File: config.mk
export PLATFORM = sky130hd
export DESIGN_NAME = apb_spi_regfile
export DESIGN_NICKNAME = d
export VERILOG_FILES = /design/src/rtl/apb_spi_regfile.sv
export SDC_FILE = /design/constraint.sdc
export NUM_CORES = 1
export LEC_CHECK = 0
export ABC_AREA = 1
export BUFFER_PORTS_ARGS = -buffer_cell sky130_fd_sc_hd__buf_2
export CORE_UTILIZATION = 35
export CTS_BUF_LIST = sky130_fd_sc_hd__clkbuf_8
export CTS_CLUSTER_DIAMETER = 60
export DETAILED_ROUTE_END_ITERATION = 8
export SYNTH_ARGS = -nofsm -noshare
export SYNTH_HDL_FRONTEND = slang
export SYNTH_SLANG_ARGS = --single-unit
File: constraint.sdc
create_clock -name PCLK -period 1.55 [get_ports PCLK]
set_input_delay 0.0775 -clock PCLK [delete_from_list [all_inputs] [get_ports PCLK]]
set_output_delay 0.0775 -clock PCLK [all_outputs]
set_load 0.03 [all_outputs]
File: src/rtl/apb_spi_regfile.sv
// APB register file for the SPI controller: CTRL/BAUD/SSEL/STATUS/DATA plus RX buffer, overrun and irq.
// Latency: PREADY_o rises on access cycle WAIT_STATES+1; side effects land on the edge closing that cycle.
// Backpressure: the bus is held by PREADY_o=0 during wait states; bad accesses complete with PSLVERR_o.
module apb_spi_regfile #(
    parameter int DATA_W      = 8,
    parameter int ADDR_W      = 3,
    parameter int NUM_SS      = 4,
    parameter int WAIT_STATES = 0
) (
    input  logic              PCLK,
    input  logic              PRESET,
    input  logic              PSEL_i,
    input  logic              PENABLE_i,
    input  logic              PWRITE_i,
    input  logic [ADDR_W-1:0] PADDR_i,
    input  logic [DATA_W-1:0] PWDATA_i,
    output logic [DATA_W-1:0] PRDATA_o,
    output logic              PREADY_o,
    output logic              PSLVERR_o,
    input  logic              tip_i,
    input  logic              rx_valid_i,
    input  logic [DATA_W-1:0] rx_data_i,
    output logic              spe_o,
    output logic              mstr_o,
    output logic              cpol_o,
    output logic              cpha_o,
    output logic              lsbfe_o,
    output logic [DATA_W-1:0] baud_o,
    output logic [NUM_SS-1:0] ss_o,
    output logic [DATA_W-1:0] tx_data_o,
    output logic              send_data_o,
    output logic              irq_o
);
    localparam logic [ADDR_W-1:0] A_CTRL = ADDR_W'(0);
    localparam logic [ADDR_W-1:0] A_BAUD = ADDR_W'(1);
    localparam logic [ADDR_W-1:0] A_SSEL = ADDR_W'(2);
    localparam logic [ADDR_W-1:0] A_STAT = ADDR_W'(3);
    localparam logic [ADDR_W-1:0] A_DATA = ADDR_W'(4);
    localparam logic [3:0]        WS     = 4'(WAIT_STATES);

    // The APB setup cycle is the IDLE cycle that sees PSEL & !PENABLE; ACCESS follows at once.
    typedef enum logic {S_IDLE, S_ACCESS} state_e;

    state_e              state_q, state_d;
    logic [ADDR_W-1:0]   addr_q, addr_d;
    logic                write_q, write_d, err_q, err_d;
    logic [DATA_W-1:0]   wdata_q, wdata_d;
    logic [3:0]          wait_q, wait_d;
    logic [5:0]          ctrl_q, ctrl_d;
    logic [DATA_W-1:0]   baud_q, baud_d, tx_q, tx_d, rx_q, rx_d;
    logic [NUM_SS-1:0]   ssel_q, ssel_d;
    logic                spif_q, spif_d, ovr_q, ovr_d, txe_q, txe_d;
    logic                send_q, send_d, tip_q, tip_d;

    logic                setup, pready, wr_ok, rd_ok, req_err;
    logic [DATA_W-1:0]   rdata;

    always_comb begin
        setup   = PSEL_i & ~PENABLE_i;
        pready  = (state_q == S_ACCESS) && (wait_q == WS);
        wr_ok   = pready & PSEL_i & ~err_q & write_q;
        rd_ok   = pready & PSEL_i & ~err_q & ~write_q;
        req_err = (PADDR_i > A_DATA) |
                  (PWRITE_i & ((PADDR_i == A_STAT) |
                               ((PADDR_i <= A_SSEL) & tip_i) |
                               ((PADDR_i == A_DATA) & (tip_i | ~txe_q))));

        state_d = state_q;
        addr_d  = addr_q;
        write_d = write_q;
        wdata_d = wdata_q;
        err_d   = err_q;
        wait_d  = wait_q;
        ctrl_d  = ctrl_q;
        baud_d  = baud_q;
        ssel_d  = ssel_q;
        tx_d    = tx_q;
        rx_d    = rx_q;
        spif_d  = spif_q;
        ovr_d   = ovr_q;
        txe_d   = txe_q;
        send_d  = 1'b0;
        tip_d   = tip_i;

        if ((state_q == S_ACCESS) && !PSEL_i) begin
            state_d = S_IDLE;
        end else if (setup) begin
            state_d = S_ACCESS;
            addr_d  = PADDR_i;
            write_d = PWRITE_i;
            wdata_d = PWDATA_i;
            err_d   = req_err;
            wait_d  = 4'd0;
        end else if (state_q == S_ACCESS) begin
            if (pready) state_d = S_IDLE;
            else        wait_d  = wait_q + 4'd1;
        end

        if (tip_i & ~tip_q) txe_d = 1'b1;

        if (wr_ok) begin
            case (addr_q)
                A_CTRL:  ctrl_d = wdata_q[5:0];
                A_BAUD:  baud_d = wdata_q;
                A_SSEL:  ssel_d = wdata_q[NUM_SS-1:0];
                A_DATA: begin
                    tx_d   = wdata_q;
                    txe_d  = 1'b0;
                    send_d = 1'b1;
                end
                default: ;
            endcase
        end

        // A word arriving on the same edge as a DATA read keeps spif set and leaves ovr alone.
        if (rx_valid_i) begin
            rx_d   = rx_data_i;
            spif_d = 1'b1;
            if (!(rd_ok && addr_q == A_DATA)) ovr_d = ovr_q | spif_q;
        end else if (rd_ok && addr_q == A_DATA) begin
            spif_d = 1'b0;
            ovr_d  = 1'b0;
        end

        rdata = '0;
        if (pready && !err_q && !write_q) begin
            case (addr_q)
                A_CTRL:  rdata[5:0]        = ctrl_q;
                A_BAUD:  rdata             = baud_q;
                A_SSEL:  rdata[NUM_SS-1:0] = ssel_q;
                A_STAT:  rdata[3:0]        = {ovr_q, txe_q, spif_q, tip_i};
                A_DATA:  rdata             = rx_q;
                default: ;
            endcase
        end
    end

    always_ff @(posedge PCLK) begin
        if (PRESET) begin
            state_q <= S_IDLE;
            addr_q  <= '0;
            write_q <= 1'b0;
            wdata_q <= '0;
            err_q   <= 1'b0;
            wait_q  <= 4'd0;
            ctrl_q  <= '0;
            baud_q  <= '0;
            ssel_q  <= '0;
            tx_q    <= '0;
            rx_q    <= '0;
            spif_q  <= 1'b0;
            ovr_q   <= 1'b0;
            txe_q   <= 1'b1;
            send_q  <= 1'b0;
            tip_q   <= 1'b0;
        end else begin
            state_q <= state_d;
            addr_q  <= addr_d;
            write_q <= write_d;
            wdata_q <= wdata_d;
            err_q   <= err_d;
            wait_q  <= wait_d;
            ctrl_q  <= ctrl_d;
            baud_q  <= baud_d;
            ssel_q  <= ssel_d;
            tx_q    <= tx_d;
            rx_q    <= rx_d;
            spif_q  <= spif_d;
            ovr_q   <= ovr_d;
            txe_q   <= txe_d;
            send_q  <= send_d;
            tip_q   <= tip_d;
        end
    end

    assign PRDATA_o    = rdata;
    assign PREADY_o    = pready;
    assign PSLVERR_o   = pready & err_q;
    assign spe_o       = ctrl_q[0];
    assign mstr_o      = ctrl_q[1];
    assign cpol_o      = ctrl_q[2];
    assign cpha_o      = ctrl_q[3];
    assign lsbfe_o     = ctrl_q[4];
    assign baud_o      = baud_q;
    assign ss_o        = ctrl_q[0] ? ~ssel_q : '1;
    assign tx_data_o   = tx_q;
    assign send_data_o = send_q;
    assign irq_o       = ctrl_q[5] & (spif_q | ovr_q);
endmodule

==> metrics.md <==
| Metric | Value |
|---|---|
| Final worst setup slack | -0.0908 ns |
| Largest net degree at the start of global routing | 30 |
| LEAKAGE | approximately 1.7 nW |
| WS Path Type | register to output port |
| Most frequent cells in the layout | nand2_1 (63), nor2_1 (61), buf_2 (53), dfxtp_1 (51), a21oi_1 (43) |
| Top delay family on crit path | buffers and inverters |
| Final wirelength | 7350 um |
| Initial core utilization | 36.2% |
| CP required | 1.47 ns |
| Final #Nets | 498 |
| CTS sink count | 57 |
| Setup tns final | -0.528 ns |
| Flops & latches, synth | 57 |
| Final setup fails | 8 |
| Routed length per instance | 12.8 um |
| Relative slew slack | 75.0% |
| Commonest non-fill, non-tap cell in the layout | nand2_1 |
| Post-synthesis sequential area ratio | 43.2% |
| Clock root cell | clkbuf_8 |
| Synth-to-layout area growth | 43.7% |
| Worst path max stage delay | 0.40 ns |
| Slew @ Worst Pin | approximately 0.37 ns |
| H-Tree Depth | 3 |
| Yosys warns | 0 |
| First-pass iteration count of the detailed router | 5 |
| First-pass GRT wire length | 11,400 um |
| RePlAce Congestion | 0.767 |
| Number of CTS-inserted buffers | 9 |
| Fin crit period | 1.64 ns |
| Final worst clock skew | around 0.0081 ns |
| Cells after Synth | 371 |
| Vias in the first global route | 2,408 |
| Synthesized area per cell | 7.12 sq um |
| CTS tree | yes |
| Die X | roughly 89 um |
| Distinct cells, synth | 25 |
| Top cells by area, synth | dfxtp_1 (43%), nand2_1 (10%), nor2_1 (9.8%), a21oi_1 (8.9%), nand3_1 (6.4%) |
| CP bufs+invs | 4 |
| Layout cells sized above 1 | 35.0% |
| Max Slew Vio Count | 0 |
| Clk pin slew, worst setup/hold paths | 0.07 ns |
| Net Count, Synth | 400 |
| # diodes | 0 |
| Ports | 63 |
| Cell Area, Synth | about 0.0026 sq mm |
| Layout Utilization | ~52% |
| DR vias | 2,701 |
| F_max | 0.609 GHz |
| Crit-path slowest cell | dfxtp_4 |
| Startpoint types | register |
| CP Max Fanout | 7 |
| Post-synth top area share | 43.2% |
| Core Rows | 31 |
| Hold_ws | 0.0150 ns |
| Final std cell area, no fill | about 0.0038 sq mm |
| Initial antenna violation count | 0 |
| Die area | just under 0.008 sq mm |
| Placed Area | 0.00310 sq mm |
| PortBufs | 62 |
| Max Root-Sink Buffers | 2 |
| Vias/cell | between 4 and 5 |
| Crit share post-route | 106% |
| DP HPWL | 4780 um |
| Outcome | complete, but fails checks |
| Max Cap Viol | 0 |
| Clk Latency, worst-skew pair | 0.33 ns |
| GRT Util Overall | between 10% and 20% |
| PD cells | ~890 mW/mm^2 |
| Violated checks | setup timing |
| Most used cell along the critical path | buf_4 |
| Peak VDD IR | 377 uV |
| Core Box Area | approximately 0.0073 sq mm |
| 1st-iter DRT viols | about 120 |
| CP Capture Type | output port |
| Final Hold Vio Count | 0 |
| Worst min path class | primary input to register |
| RSZ-0062 raised after global routing | yes |
| Yosys top cell by area | dfxtp_1 |
| GRT Residual Overflow | 0 |
| Critical path arrival | 1.56 ns |
| DRC viols | 0 |
| Post-route ant nets | 0 |
| Die Height | approximately 89 um |
| Critical path, cell by cell | inv_6 -> nor3_4 -> buf_12 -> buf_4 -> a21oi_1 -> nor2_1 -> buf_4 |
[worst min-delay path, cell delays in order]
cell     delay [ns]
buf_2          0.07
o21ai_1        0.06
a21oi_1        0.10
[final timing paths]
kind	startpoint	to	slack [ns]	cells after the start
max reg2reg	wait_q[1]	ovr_q	0	9
min reg2reg	tx_data_o[7]	tx_data_o[7]	0.48	2
min	PWDATA_i[4]	wdata_q[4]	0.01	3
max	addr_q[0]	PRDATA_o[4]	-0.09	7
[where the power goes]
| part | leakage (nW) | total, mW | switching (mW) | internal (mW) |
|---|---|---|---|---|
| clock | 0.102 | 1.37 | 0.600 | 0.774 |
| combinational | 1.14 | 0.452 | 0.257 | 0.196 |
| sequential | 0.468 | 1.54 | 0.0350 | 1.51 |
| total | 1.71 | 3.37 | 0.892 | 2.48 |
[layer usage]
layer | GRT usage, % | up-vias | share of wire [%]
li1 | - | 1401 | -
met1 | 26.5 | 1211 | 48
met2 | 29.3 | 77 | 45
met3 | 3.54 | 12 | 5.1
met4 | 10.4 | 0 | 2.0
met5 | 0 | - | 0
[metrics by stage]
stage	setup WS [ns]	instances	power (mW)
2_1_floorplan	0.00978	371	1.79
3_3_place_gp	-0.00666	526	1.90
3_5_place_dp	-0.0470	526	1.90
4_1_cts	-0.136	560	3.35
5_1_grt	-0.172	573	3.52
6_report	-0.0908	573	3.37
[repair_timing]
action	in CTS	in global routing
hold buffers	10	0
resized for setup	45	29
endpoints found under the setup margin	9	11
hold endpoints to repair	10	0
buffers inserted	8	12
cloned	1	1
pin swaps	11	7
[synthesized netlist by cell type (all sizes together)]
| cell | n |
|---|---|
| o21ai | 29 |
| nand2 | 73 |
| nor2 | 74 |
| a31oi | 1 |
| dfxtp | 57 |
| nor3 | 4 |
| o211ai | 1 |
| buf | 12 |
| xor2 | 1 |
| nand3 | 34 |
| a21oi | 47 |
| inv | 27 |
| clkbuf | 7 |
| nand4 | 1 |
| ha | 3 |
[final cells by class]
cell class                 instances  area, sq um
clock buffer                      10          138
clock inverter                     6         57.6
fill                             738         3500
inverter                          27          119
multi-input combinational        268         1420
sequential                        57         1160
tap                               99          124
timing repair buffer             105          778
timing repair inverter             1         5.00
[state kept, by name (all words and copies together), names as in the netlist]
signal       cells
send_data_o      1
wdata_q          8
write_q          1
tx_data_o        8
wait_q           4
tip_q            1
rx_q             8
addr_q           3
ovr_q            1
err_q            1
ssel_q           4
spif_q           1
state_q          1
txe_q            1
ctrl_q           6
baud_o           8
[cells by family (layout without fill, tap and decap cells)]
| family | Yosys count | count (layout) | share of synthesized area (%) |
|---|---|---|---|
| simple gates | 186 | 186 | 31.6 |
| compound gates | 78 | 78 | 14.9 |
| flops | 57 | 57 | 43.2 |
| buf+inv | 46 | 149 | 8.53 |
| fa+ha+maj | 3 | 3 | 1.42 |
| xor+xnor | 1 | 1 | 0.332 |
Note: power is estimated with default switching activity, not from simulation.
